$ cat config.mk
export PLATFORM = sky130hd
export DESIGN_NAME = alu_serial_seq
export DESIGN_NICKNAME = d
export VERILOG_FILES = /design/src/rtl/alu_serial_seq.sv
export SDC_FILE = /design/constraint.sdc
export NUM_CORES = 1
export LEC_CHECK = 0
export BUFFER_PORTS_ARGS = -buffer_cell sky130_fd_sc_hd__clkbuf_2
export CORE_UTILIZATION = 27
export CTS_CLUSTER_SIZE = 16
export DETAILED_ROUTE_END_ITERATION = 10
export GPL_TIMING_DRIVEN = 0
export PLACE_DENSITY = 0.51
export SYNTH_ARGS = -nofsm -noshare
export SYNTH_HDL_FRONTEND = slang
export SYNTH_SLANG_ARGS = --single-unit
$ cat constraint.sdc
create_clock -name clk -period 4.99 [get_ports clk]
set_input_delay 0.7485 -clock clk [delete_from_list [all_inputs] [get_ports clk]]
set_output_delay 0.7485 -clock clk [all_outputs]
set_load 0.02 [all_outputs]
$ cat src/rtl/alu_serial_seq.sv
`default_nettype none
// ============================================================================
// Module      : alu_serial_seq
// Description : Bit-serial sequencer driving an external 1-bit ALU slice.
//               Accepts one operation, walks the operand bits LSB first
//               through the slice (one bit per clock), and presents the
//               assembled result with carry, zero and signed-overflow flags
//               under a valid/ready handshake.
// Revision    : 1.0 - initial release
// ============================================================================
module alu_serial_seq #(
    parameter int WIDTH = 32
) (
    input  logic             clk,
    input  logic             rst_n,
    input  logic             start_valid,
    output logic             start_ready,
    input  logic [WIDTH-1:0] op_a,
    input  logic [WIDTH-1:0] op_b,
    input  logic             op_sub,
    input  logic [1:0]       op_sel,
    output logic             slice_a,
    output logic             slice_b,
    output logic             slice_b_inv,
    output logic             slice_c_in,
    output logic [1:0]       slice_operation,
    input  logic             slice_result,
    input  logic             slice_carry_out,
    output logic             res_valid,
    input  logic             res_ready,
    output logic [WIDTH-1:0] res_data,
    output logic             res_carry,
    output logic             res_zero,
    output logic             res_overflow
);

    localparam int CW = (WIDTH > 2) ? $clog2(WIDTH) : 1;

    localparam logic [1:0]    c_S_IDLE = 2'd0;
    localparam logic [1:0]    c_S_RUN  = 2'd1;
    localparam logic [1:0]    c_S_DONE = 2'd2;
    localparam logic [CW-1:0] c_LAST   = CW'(WIDTH - 1);

    logic [1:0]       r_state;
    logic [1:0]       w_state_next;
    logic [CW-1:0]    r_cnt;
    logic [WIDTH-1:0] r_a;
    logic [WIDTH-1:0] r_b;
    logic             r_sub;
    logic [1:0]       r_sel;
    logic             r_carry;
    logic [WIDTH-1:0] r_data;
    logic             r_res_carry;
    logic             r_ovf;

    logic w_idle;
    logic w_run;
    logic w_done;
    logic w_accept;
    logic w_last;

    assign w_idle   = (r_state == c_S_IDLE);
    assign w_run    = (r_state == c_S_RUN);
    assign w_done   = (r_state == c_S_DONE);
    assign w_accept = start_valid && w_idle;
    assign w_last   = w_run && (r_cnt == c_LAST);

    // State register.
    always_ff @(posedge clk or negedge rst_n) begin
        if (!rst_n) begin
            r_state <= c_S_IDLE;
        end else begin
            r_state <= w_state_next;
        end
    end

    // Next-state logic: a single pass over all bits, then hold until consumed.
    always_comb begin
        w_state_next = r_state;
        case (r_state)
            c_S_IDLE: if (w_accept)  w_state_next = c_S_RUN;
            c_S_RUN:  if (w_last)    w_state_next = c_S_DONE;
            c_S_DONE: if (res_ready) w_state_next = c_S_IDLE;
            default:                 w_state_next = c_S_IDLE;
        endcase
    end

    // Slice drive: only active while stepping through bits, quiet otherwise.
    always_comb begin
        slice_a         = 1'b0;
        slice_b         = 1'b0;
        slice_b_inv     = 1'b0;
        slice_c_in      = 1'b0;
        slice_operation = 2'b00;
        if (w_run) begin
            slice_a         = r_a[r_cnt];
            slice_b         = r_b[r_cnt];
            slice_b_inv     = r_sub;
            // Bit 0 takes the subtract carry-in; later bits chain the carry.
            slice_c_in      = (r_cnt == '0) ? r_sub : r_carry;
            slice_operation = r_sel;
        end
    end

    // Operand capture, bit counter and result accumulation.
    always_ff @(posedge clk or negedge rst_n) begin
        if (!rst_n) begin
            r_cnt       <= '0;
            r_a         <= '0;
            r_b         <= '0;
            r_sub       <= 1'b0;
            r_sel       <= 2'b00;
            r_carry     <= 1'b0;
            r_data      <= '0;
            r_res_carry <= 1'b0;
            r_ovf       <= 1'b0;
        end else if (w_accept) begin
            r_cnt       <= '0;
            r_a         <= op_a;
            r_b         <= op_b;
            r_sub       <= op_sub;
            r_sel       <= op_sel;
            r_carry     <= 1'b0;
            r_data      <= '0;
            r_res_carry <= 1'b0;
            r_ovf       <= 1'b0;
        end else if (w_run) begin
            r_data[r_cnt] <= slice_result;
            r_carry       <= slice_carry_out;
            if (w_last) begin
                r_cnt       <= '0;
                r_res_carry <= slice_carry_out;
                // Signed overflow: carry into MSB differs from carry out of it.
                r_ovf       <= slice_c_in ^ slice_carry_out;
            end else begin
                r_cnt <= r_cnt + CW'(1);
            end
        end
    end

    // Results are only exposed in DONE so a partial value is never visible.
    assign start_ready  = w_idle;
    assign res_valid    = w_done;
    assign res_data     = w_done ? r_data : '0;
    assign res_carry    = w_done & r_res_carry;
    assign res_overflow = w_done & r_ovf;
    assign res_zero     = w_done & (r_data == '0);

endmodule
`default_nettype wire

# Yosys cells after proc, flatten, opt, wreduce, memory -nomap -nowiden

Cells that the tools add are included.

Bits in registers: 109
Input bits: 73
Output and inout port bits: 43
Word-level logic and storage cells: 64

Add/subtract/negate cells: 1
Magnitude comparators: 2
Equal/unequal tests: 6
Mux-type cells: 31
Bitwise logic cells: 4
Reduce and logical (&&, ||, !) cells: 10

Operator list:

| kind                                                  | number |
|---|---|
| 2-to-1 mux 32 bit                                     | 3 |
| bitwise mux 32 bit                                    | 1 |
| zero test 32 bit                                      | 1 |
| 2-to-1 mux 1 bit                                      | 16 |
| 2-to-1 mux 5 bit                                      | 3 |
| binary-select mux 1 bit (select 5 bit)                | 2 |
| 2-to-1 mux 2 bit                                      | 4 |
| < comparator 5 x 6 -> 1 bit, second input constant    | 1 |
| one-hot mux 2 bit (3 select lines)                    | 1 |
| adder 5 x 1 -> 5 bit, second input constant           | 1 |
| demux 1 bit (select 5 bit)                            | 1 |
| equality test 5 bit, second input constant            | 1 |
| >= comparator 5 x 1 -> 1 bit, second input constant   | 1 |
| zero test 5 bit                                       | 1 |
| inequality test 2 x 1 -> 1 bit, second input constant | 2 |
| nonzero test 2 bit                                    | 2 |
| AND 1 bit                                             | 3 |
| logical AND 1 bit                                     | 3 |
| AND reduction 3 bit                                   | 1 |
| equality test 2 x 1 -> 1 bit, second input constant   | 1 |
| equality test 2 bit, second input constant            | 1 |
| zero test 2 bit                                       | 1 |
| inequality test 2 bit, second input constant          | 1 |
| AND reduction 2 bit                                   | 1 |
| bitwise XOR 1 bit                                     | 1 |

# Depth between registers and ports, before layout

Depth after elaboration: 7
Mapped depth: 9
Gate-level depth less buffers: 6

# Worst setup path before layout

No wires, ideal clock.

Path kind: register to output
Start: register r_cnt[0]
End: output slice_a
Data arrival time: 1753 ps
Required time: 4242 ps
Path slack: 2489 ps
Stages on the path, launching flop included: 7
Buffers on the path: 1
Path through: dfrtp_1 buf_2 or3b_1 o221ai_1 o21ai_1 and3_1 a31oi_1

Longest elaborated chain between the ends: 3

Ends and longest elaborated chain:

| element                                | line | source |
|---|---|---|
| from (decl)                            | 46   | `logic [CW-1:0] r_cnt;` |
| from (signal assigned)                 | 136  | `r_cnt <= r_cnt + CW'(1);` |
| binary-select mux 1 bit (select 5 bit) | 96   | `slice_a = r_a[r_cnt];` |
| 2-to-1 mux 1 bit (not written as such) | 96   |  |
| 2-to-1 mux 1 bit                       | 95   | `if (w_run) begin` |
| to (decl)                              | 22   | `output logic slice_a,` |

No other way between the ends. The select of a mux whose other input is x is not followed.

# Worst setup path after layout

Start: register r_cnt[1]
End: output slice_c_in

Longest elaborated chain between the ends: 3

Ends and longest elaborated chain:

| element          | line | source |
|---|---|---|
| zero test 5 bit  | 100  | `slice_c_in = (r_cnt == '0) ? r_sub : r_carry;` |
| 2-to-1 mux 1 bit | 100  |  |
| 2-to-1 mux 1 bit | 95   |  |
| to (decl)        | 25   | `output logic slice_c_in,` |

No other way between the ends.

==> flow_summary.ini <==
[run_status]
status = completed

[sta]
max_freq_ghz = 0.312
drv_slew = 0
fin_crit_sh_pct = 64.2
min_period_ns = 3.20
rsz0062_at_grt = false
setup_viol = 0
tns_ns = 0
slew-limit-headroom_pct = 41.6
skew_ns = 0.0121
worst_pin_slew_ns = 0.876
hold_viol_final = 0

[synthesis]
syn_area_mm2 = 0.00555
synth_area_leaders = dfrtp_1 (49%), mux2_2 (14%), mux2i_1 (9.2%), and2_1 (4.3%), nor2_1 (2.8%)
ys_ff_latch = 109
synth_ff_type = dfrtp_1
netlist.area_leader.share_pct = 49.1
yosysWarnings = 0
syn_area_per_cell_um2 = 11.1
synth_cell_type_count = 46
ys_seq_area_share_pct = 49.1
synth_cells = 501
synthTopCellsByCount = dfrtp_1 (109), mux2_2 (69), mux2i_1 (51)
synth_nets = 579
synth_edf_count = 0
async_reset_ff_share_pct = 100
synth.most_common_cell = dfrtp_1
yosysTopAreaCell = dfrtp_1

[drt]
drc = 0
dr_total_vias = 4317
ant_nets = 0
wl_mm = 15.3
viasPerCell = 4.79
wl_per_cell_um = 16.9
drtIter0Drc = 298
dr.pass1.iters = 5

[placement]
gp_congestion = 0.815
io_buffers = 115
hpwl_mm = 11.5
dpl_cell_area_mm2 = 0.00647

[pwr]
powerDensity_mw_per_mm2 = 588
internal_power_mw = 2.49
p_leak_nw = 3.14
total_power_mw = 3.99
switching_share_pct = 37.7
p_seq_share_pct = 38.7
pwr-share-clk_pct = 19.1
pwr-share-comb_pct = 42.2
power.switching_mw = 1.51
ir_worst_vdd_uv = 225

[global_routing]
overflow = 0
grt_util_met3_pct = 2.85
grt_usage_pct = 14.9
antenna_found_initial = 0
grt_util_met1_pct = 19.6
grt_pass1_wl_mm = 24.3
grt_start_max_net_pins = 110
grt_pass1_vias = 4453
grt_use_met2_pct = 24.4
grt_busiest_layer = met2

[min_path]
hold_path.class = reg2reg

[floorplan]
pin_count = 116
die_width_um = 145
coreArea_mm2 = 0.0202
dieArea_mm2 = 0.0211
die_h_um = 145
initial_core_util_pct = 27.5
rows = 52

[cts]
cts_hold_buffers = 0
cts_tree = built
cts_resized = 0
clk-insertion-delay-late_ns = 0.36
path_clk_slew_ns = 0.08
root_buffer = clkbuf_16
post-cts-setup-buffers = 0
cts_made_buffers = 9
htree_num_levels = 3
clock_path_buffers = 2
clock_sinks = 109

[setup_path]
criticalPathCategory = reg2out
start_kind = flop
required_ns = 4.24
worstPathMaxFanout = 10
critPathArrivalTime_ns = 2.45
end_kind = output port

[layout]
diodes = 0
drive_gt1_share_pct = 35.3
design_area_mm2 = 0.00679
n_fill_cell = 2093
area_growth_pct = 22.2
nets = 705

[flow_run]
cap_violations = 0
[final timing paths]
kind | from | end | slack (ns) | cells after the start
worst max register to register | r_cnt[3] | r_res_carry | 2.57 | 7
worst max-delay path | r_cnt[1] | slice_c_in | 1.79 | 9
worst min register to register | r_res_carry | r_res_carry | 0.48 | 1
worst min-delay path | r_res_carry | r_res_carry | 0.48 | 1
max in group asynchronous | rst_n | r_data[21] | 3.88 | 1
min in group asynchronous | rst_n | r_b[2] | 0.50 | 1
[placed cells by master, fill, tap and decap left out, types with 4 or more instances in the layout]
cell type,count
clkbuf_2,114
dfrtp_1,109
mux2_2,69
mux2i_1,51
nor2_1,41
and2_1,38
nand2_1,22
nand3_1,17
buf_2,16
o21ai_0,15
clkbuf_1,14
a21oi_1,14
nor3_1,10
nor4_1,9
clkbuf_16,9
nor3b_1,6
nand4_1,5
o32ai_1,5
nand3b_1,5
ha_1,5
nand2b_1,4
[power by group through the flow]
stage / clock network, mW / logic, mW / registers, mW
2_1_floorplan: 0 / 1.24 / 1.47
3_3_place_gp: 0 / 1.65 / 1.55
3_5_place_dp: 0 / 1.69 / 1.56
4_1_cts: 0.788 / 1.70 / 1.54
5_1_grt: 0.821 / 1.84 / 1.60
6_report: 0.764 / 1.68 / 1.54
[worst max-delay path: stages (launching register included)]
cell,delay (ns)
dfrtp_1,0.40
buf_4,0.22
buf_4,0.26
buf_6,0.22
inv_1,0.10
ha_1,0.29
nand2_2,0.13
mux2i_2,0.24
nor2_1,0.06
clkbuf_2,0.18
[state kept, by name, summed over array words and instances, names as in the netlist]
signal and flops:
r_b 32, r_sub 1, r_res_carry 1, r_ovf 1
r_carry 1, r_cnt 5, r_data 32, r_state 2
r_a 32, r_sel 2
[logic make-up after synthesis]
| family | after synthesis | share of synthesized area (%) |
|---|---|---|
| flops | 109 | 49.1 |
| xor+xnor | 2 | 0.316 |
| simple gates | 167 | 15.8 |
| compound gates | 55 | 6.42 |
| buf+inv | 41 | 3.61 |
| fa+ha+maj | 5 | 1.13 |
| mux | 122 | 23.6 |
[cell type report]
| type | count | area [um2] | share of cell area (%) |
|---|---|---|---|
| multi-input cells | 351 | 2620 | 38.7 |
| repair buffers | 115 | 584 | 8.61 |
| clock inverters | 6 | 86.3 | 1.27 |
| well taps | 270 | 338 | 4.98 |
| clock buffers | 9 | 225 | 3.32 |
| inverters | 3 | 11.3 | 0.166 |
| plain buffers | 38 | 189 | 2.78 |
| flip-flops and latches | 109 | 2730 | 40.2 |
[through the flow]
stage,cells,worst slack (ns),hold WS (ns),util [%]
3_5_place_dp,886,2.17,0.473,32.1
6_report,901,1.79,0.484,33.6
3_3_place_gp,886,1.66,0.472,32.1
5_1_grt,901,1.65,0.520,33.6
4_1_cts,901,1.77,0.490,33.6
2_1_floorplan,501,2.49,0.453,-
[layer usage]
layer | routed length (um) | vias to the layer above
met3 | 748 | 18
met2 | 7190 | 133
met4 | 243 | 0
met5 | 0 | -
li1 | - | 2028
met1 | 7090 | 2138
Note: power is estimated with default switching activity, not from simulation.
